## src/rtl/dac_spi_tx.sv

```systemverilog
// Mode-0 SPI write master for a 16-bit DAC, with a one-word holding buffer so
// the next sample can be handed over while the current frame is shifting out.
module dac_spi_tx #(
  parameter int CLKS_PER_HALF_BIT = 2,
  parameter int CS_IDLE_CLKS      = 2
) (
  input  logic        CLOCK,
  input  logic        RESET,
  input  logic [15:0] DATA_IN,
  input  logic        VALID,
  output logic        READY,
  output logic        CS,
  output logic        SCLK,
  output logic        MOSI,
  output logic        BUSY,
  output logic        DONE
);

  localparam int HALF_W = $clog2(2 * CLKS_PER_HALF_BIT) + 1;
  localparam int GAP_W  = (CS_IDLE_CLKS > 1) ? $clog2(CS_IDLE_CLKS) : 1;

  localparam logic [HALF_W-1:0] HALF_RISE = HALF_W'(CLKS_PER_HALF_BIT - 1);
  localparam logic [HALF_W-1:0] HALF_FALL = HALF_W'(2 * CLKS_PER_HALF_BIT - 1);
  localparam logic [GAP_W-1:0]  GAP_LAST  = GAP_W'(CS_IDLE_CLKS - 1);
  localparam logic [4:0]        LAST_BIT  = 5'd15;

  typedef enum logic [1:0] {
    ST_IDLE,
    ST_SHIFT,
    ST_GAP
  } state_t;

  state_t             r_state;
  logic [15:0]        r_buf;
  logic               r_buf_full;
  logic [14:0]        r_shift;     // bits still to be sent after the one on MOSI
  logic [HALF_W-1:0]  r_half_cnt;
  logic [4:0]         r_bit_cnt;
  logic [GAP_W-1:0]   r_gap_cnt;
  logic               r_cs;
  logic               r_sclk;
  logic               r_mosi;
  logic               r_busy;
  logic               r_done;

  state_t             w_state_next;
  logic               w_load;
  logic               w_accept;
  logic [14:0]        w_shift_next;
  logic [HALF_W-1:0]  w_half_next;
  logic [4:0]         w_bit_next;
  logic [GAP_W-1:0]   w_gap_next;
  logic               w_cs_next;
  logic               w_sclk_next;
  logic               w_mosi_next;
  logic               w_busy_next;
  logic               w_done_next;

  assign w_accept = VALID && !r_buf_full;

  // Holding buffer: accepting and loading are mutually exclusive because
  // READY is low whenever the buffer is full.
  always_ff @(posedge CLOCK) begin
    // NOTE: sequential state is assigned with <= so every register samples
    // the pre-edge value of every other register, independent of block order.
    if (RESET) begin
      r_buf_full <= 1'b0;
      // NOTE: the data word is reset too, so a discarded sample can never
      // reappear on MOSI after a reset.
      r_buf      <= '0;
    end else if (w_load) begin
      r_buf_full <= 1'b0;
    end else if (w_accept) begin
      r_buf      <= DATA_IN;
      r_buf_full <= 1'b1;
    end
  end

  always_comb begin
    // NOTE: every output of this block gets a default first, so no path
    // through the case statement can leave a signal unassigned (no latches).
    w_state_next = r_state;
    w_load       = 1'b0;
    w_shift_next = r_shift;
    w_half_next  = r_half_cnt;
    w_bit_next   = r_bit_cnt;
    w_gap_next   = r_gap_cnt;
    w_cs_next    = r_cs;
    w_sclk_next  = r_sclk;
    w_mosi_next  = r_mosi;
    w_busy_next  = r_busy;
    w_done_next  = 1'b0;

    case (r_state)
      ST_IDLE: begin
        if (r_buf_full) begin
          w_load       = 1'b1;
          w_state_next = ST_SHIFT;
          w_shift_next = r_buf[14:0];
          w_half_next  = '0;
          w_bit_next   = '0;
          w_cs_next    = 1'b0;
          w_sclk_next  = 1'b0;
          w_mosi_next  = r_buf[15];
          w_busy_next  = 1'b1;
        end
      end

      ST_SHIFT: begin
        w_half_next = r_half_cnt + 1'b1;
        if (r_half_cnt == HALF_RISE) begin
          w_sclk_next = 1'b1;
        end
        if (r_half_cnt == HALF_FALL) begin
          w_half_next = '0;
          w_sclk_next = 1'b0;
          w_bit_next  = r_bit_cnt + 5'd1;
          if (r_bit_cnt == LAST_BIT) begin
            w_state_next = ST_GAP;
            w_cs_next    = 1'b1;
            w_mosi_next  = 1'b0;
            w_done_next  = 1'b1;
            w_gap_next   = '0;
          end else begin
            // MOSI moves only on falling edges, a full half bit before the rise.
            w_mosi_next  = r_shift[14];
            w_shift_next = {r_shift[13:0], 1'b0};
          end
        end
      end

      ST_GAP: begin
        if (r_gap_cnt == GAP_LAST) begin
          w_state_next = ST_IDLE;
          w_busy_next  = 1'b0;
        end else begin
          w_gap_next = r_gap_cnt + 1'b1;
        end
      end

      default: begin
        w_state_next = ST_IDLE;
      end
    endcase
  end

  always_ff @(posedge CLOCK) begin
    if (RESET) begin
      r_state    <= ST_IDLE;
      r_shift    <= '0;
      r_half_cnt <= '0;
      r_bit_cnt  <= '0;
      r_gap_cnt  <= '0;
      r_cs       <= 1'b1;
      r_sclk     <= 1'b0;
      r_mosi     <= 1'b0;
      r_busy     <= 1'b0;
      r_done     <= 1'b0;
    end else begin
      r_state    <= w_state_next;
      r_shift    <= w_shift_next;
      r_half_cnt <= w_half_next;
      r_bit_cnt  <= w_bit_next;
      r_gap_cnt  <= w_gap_next;
      r_cs       <= w_cs_next;
      r_sclk     <= w_sclk_next;
      r_mosi     <= w_mosi_next;
      r_busy     <= w_busy_next;
      r_done     <= w_done_next;
    end
  end

  assign READY = !r_buf_full;
  assign CS    = r_cs;
  assign SCLK  = r_sclk;
  assign MOSI  = r_mosi;
  assign BUSY  = r_busy;
  assign DONE  = r_done;

endmodule

```

## config.mk

```make
export PLATFORM = sky130hd
export DESIGN_NAME = dac_spi_tx
export DESIGN_NICKNAME = d
export VERILOG_FILES = /design/src/rtl/dac_spi_tx.sv
export SDC_FILE = /design/constraint.sdc
export NUM_CORES = 1
export LEC_CHECK = 0
export ABC_AREA = 0
export CORE_MARGIN = 1
export CORE_UTILIZATION = 50
export DETAILED_ROUTE_END_ITERATION = 12
export GPL_TIMING_DRIVEN = 0
export PLACE_DENSITY = 0.75
export SYNTH_ARGS = -nofsm -noshare
export SYNTH_HDL_FRONTEND = slang
export SYNTH_SLANG_ARGS = --single-unit
```

## constraint.sdc

```tcl
create_clock -name CLOCK -period 2 [get_ports CLOCK]
set_input_delay 0.5 -clock CLOCK [delete_from_list [all_inputs] [get_ports CLOCK]]
set_output_delay 0.5 -clock CLOCK [all_outputs]
set_load 0.005 [all_outputs]
```

---- Word-level counts from Yosys, hierarchy flattened ----
Index checks and enable logic that the tools add are counted.
storage, ports and cells
  flip-flop bits (word level) ............. 48
  bits in latches ......................... 0
  bits in writable memories ............... 0
  ROM bits ................................ 0
  output and inout bits ................... 6
  word-level logic and storage cells ...... 82
  memories ................................ 0
operators by class
  add/sub/neg operators ................... 3
  multipliers ............................. 0
  divide/modulo/power cells ............... 0
  order comparisons ....................... 0
  eq/ne operators ......................... 11
  shifts and indexed selects .............. 0
  mux-type cells .......................... 36
  bitwise gates (word level) .............. 3
  reduce and logical (&&, ||, !) cells .... 17
operator list
  cell                   count
  $mux W15               3
  $pmux W15 S2           1
  $mux W1                16
  $reduce_and A3 Y1      4
  $reduce_and A4 Y1      3
  $mux W5                2
  $ne A2 B2 Y1 const B   5
  $pmux W1 S2            5
  $pmux W5 S2            1
  $mux W2                4
  $mux W3                2
  $pmux W2 S3            1
  $pmux W3 S2            1
  $reduce_bool A2 Y1     3
  $add A5 B1 Y5 const B  1
  $eq A5 B4 Y1 const B   1
  $reduce_and A2 Y1      2
  $add A3 B1 Y3 const B  1
  $eq A3 B1 Y1 const B   1
  $eq A3 B2 Y1 const B   1
  $ne A3 B3 Y1 const B   1
  $not A1 Y1             3
  $reduce_or A3 Y1       1
  $eq A2 B1 Y1 const B   1
  other kinds (6)        6

---- Logic depth before layout (Yosys ltp) ----
  depth in word-level cells ............... 4
  gate-level depth with buffers ........... 7
  mapped depth without buffers ............ 6

---- Worst setup path after synthesis ----
OpenSTA, ideal clock, no wires.
  path kind ............................... register to register
  from .................................... register r_bit_cnt[0]
  to ...................................... register r_shift[10]
  arrival ................................. 1.756 ns
  slack ................................... 0.129 ns
  stages on the path, launching flop included .. 8
  buffers on the path ..................... 1
  clock period less this slack ............ 1.871 ns
  cell sequence ........................... dfxtp_1 -> ha_1 -> and3_1 -> ha_1 -> nand4bb_4 -> a21o_1 -> buf_6 -> a31o_1
between the ends
  longest elaborated chain between the ends .. 3
RTL lines
  item                         RTL line  RTL
  start, declared              38        logic [4:0] r_bit_cnt;
  start signal, assigned       163       r_bit_cnt <= w_bit_next;
  $eq A5 B4 Y1                 118       if (r_bit_cnt == LAST_BIT) begin
  $ne A2 B2 Y1 (no line)       --
  $reduce_and A4 Y1 (no line)  --
  end signal, assigned         161       r_shift <= w_shift_next;
  end, declared                36        logic [14:0] r_shift;
Every way passes these cells.
A chain may end at the register's enable or synchronous reset.

---- Final worst setup path ----
  from .................................... register r_bit_cnt[0]
  to ...................................... register r_shift[12]
The elaborated chain is that of the path after synthesis.

==> results.yml <==
yosys:
  synthCells: 233
  async_reset_ff_share_pct: 0
  synth_top_area_share_pct: 42.57
  syn_nets: 257
  synth_area_leader_cell: "dfxtp_1"
  ys_top_cells_by_count: "dfxtp_1, nand2_1, a21oi_1"
  synth_area_leaders: "dfxtp_1, mux2i_1, nand2_1, a2111oi_2, a21oi_1"
  synth_edf_count: 0
  ys_seq_elements: 48
  yosysWarningCount: 0
  ys_types: 46
  synth.avg_cell_area_sq_um: 9.687
  seq_area_frac_synth_pct: 42.57
  yosysMostFrequentCell: "dfxtp_1"
  syn_area_sq_mm: 0.002257
  synth_ff_type: "dfxtp_1"
global_route:
  grt_use_total_pct: 20.65
  grt-ovfl-total: 0
  grt_pass1_vias: 1694
  antenna_found_initial: 0
  grt_pass1_wl_mm: 7.914
  grt_max_degree: 14
flow_run:
  maxCapViolCount: 0
final_layout:
  drive_gt1_share_pct: 18.22
  design_area_sq_mm: 0.002838
  nNetsFinal: 293
  postLayoutCoreUtil_pct: 65.17
  area_delta_synth_final_pct: 25.72
  antenna_cells: 0
drt:
  firstDrtPassIters: 4
  drtIter0Drc: 77
  drtAntennaViolNets: 0
  drc: 0
  wl_mm: 4.806
  routed_via_density: 5.561
  post_drt_wl_per_cell_um: 14.97
  routed-via-count: 1785
timing:
  fmax_mhz: 510.2
  finalHoldViolations: 0
  fin_crit_sh_pct: 98.01
  maxSlewHeadroom_pct: 62.46
  report.final.slew_viol_count: 0
  worst_slew_pin_slew_ps: 563.1
  setup_viol: 0
  finClkSkew_ps: 3.924
  post-route-min-period_ps: 1960
critical_path:
  critPathLaunchType: "flop"
  worst_path_largest_cell_delay_ps: 340
  crit_buf_inv: 1
  slowest_stage: "dfxtp_2"
  arrival_ps: 2210
  crit_chain: "ha_2, and3_4, ha_4, nand4bb_4, buf_8, a2111oi_4, a31o_1"
  end_kind: "flop"
  worstPathMaxFanout: 8
  reg2reg_slack_ps: 40
  required_ps: 2250
  criticalPathCategory: "reg2reg"
  cp_top_family: "simple AND/OR/NAND/NOR gates"
die:
  die_area_sq_mm: 0.004787
  coreArea_sq_mm: 0.004354
  die_h_um: 69.19
  pin_count: 25
  initial_core_util_pct: 51.84
  rows: 24
  die_x_um: 69.19
placement:
  hpwl_mm: 3.113
  io_buffer_count: 23
  gp_congestion: 0.7564
  dpl-instance-area_sq_mm: 0.002552
clocking:
  cts-root-buf: "clkbuf_8"
  clk_path_buf_depth: 2
  clkTransAtPathRegs_ps: 80
  clock_latency_ps: 300
  numCtsBuffers: 5
  cts_max_level: 2
  cts_tree: "built"
  clock_sinks: 48
pwr:
  powerDensity_mw_per_mm2: 660.7
  p_leak_uw: 0.0009676
  ir_worst_vdd_mv: 0.4649
status:
  outcome: "finished, final reports clean"
worst_hold_path:
  hp-class: "reg2reg"
[report_power, final]
group | switching (uW) | leakage [uW] | internal (uW)
combinational | 162 | 0.000535 | 146
clock | 307 | 0.0000410 | 238
sequential | 25.0 | 0.000392 | 997
[flip-flops by register name (all words and copies together) (netlist names)]
name        flops
BUSY            1
CS              1
DONE            1
MOSI            1
SCLK            1
r_bit_cnt       5
r_buf          16
r_buf_full      1
r_gap_cnt       1
r_half_cnt      3
r_shift        15
r_state         2
[cell usage in the layout, fill, tap and decap left out, types with 5 or more instances in the layout]
cell and count:
or3_1 6, clkbuf_8 5, buf_2 9, clkbuf_1 6, dfxtp_1 47, nand2_1 37, inv_1 8, clkdlybuf4s50_1 23
a2111oi_4 8, buf_4 5, a21oi_1 23, a31o_1 13, mux2i_1 14
[routing by layer]
metal / part of all wire, % / wire length (um) / global-route usage [%]
met2: 48 / 2328 / 34.09
met3: 2.3 / 110 / 4.797
met4: 1.8 / 87 / 7.483
met1: 47 / 2279 / 26.32
met5: 0 / 0 / 0
[cells by family (layout without fill, tap and decap cells)]
family,count (synthesis),after routing,share of synthesized area (%)
AO/OA/AOI/OAI,69,69,24.67
buffers and inverters,30,66,7.483
AND/OR/NAND/NOR,66,66,15.80
adder cells (fa/ha/maj),5,5,2.772
multiplexers,15,15,6.707
flip-flops,48,48,42.57
[layout make-up]
type | instances | area (sq um)
repair buffers | 29 | 292.8
clock inverters | 1 | 5.005
fillers | 377 | 1516
multi-input cells | 155 | 1267
inverters | 10 | 37.54
clock buffers | 6 | 72.57
well taps | 52 | 65.06
plain buffers | 20 | 135.1
flip-flops and latches | 48 | 962.2
[worst reg2reg max path, cell delays in order (launching register included)]
cell and delay (ps):
dfxtp_2 340, ha_2 180, and3_4 190, ha_4 170, nand4bb_4 330, buf_8 220, a2111oi_4 340, a31o_1 140
[what timing repair did]
action | 4_1_cts | 5_1_grt
cloned | 0 | 1
pin swaps | 1 | 5
endpoints found under the setup margin | 11 | 12
hold buffers | 0 | 0
resized for setup | 4 | 15
setup buffers | 0 | 5
[through the flow]
step	worst slack (ps)	instances	TNS, ps	hold WS (ps)	total power, uW
after floorplan	128.8	233	0	432.2	1225
after global placement	-45.14	308	-379.9	441.8	1320
after detailed placement	-61.40	308	-527.6	449.0	1325
after CTS	5.334	315	0	460.6	1863
after global routing	-26.81	321	-68.88	481.3	1962
final	39.82	321	0	457.4	1875
[final timing paths]
kind                               endpoint  cells past startpoint          from
worst max-delay path            r_shift[12]                      7  r_bit_cnt[0]
worst min-delay path               r_buf[2]                      2      r_buf[2]
worst max register to register  r_shift[12]                      7  r_bit_cnt[0]
worst min register to register     r_buf[2]                      2      r_buf[2]
Power figures use the tool's default switching activity.
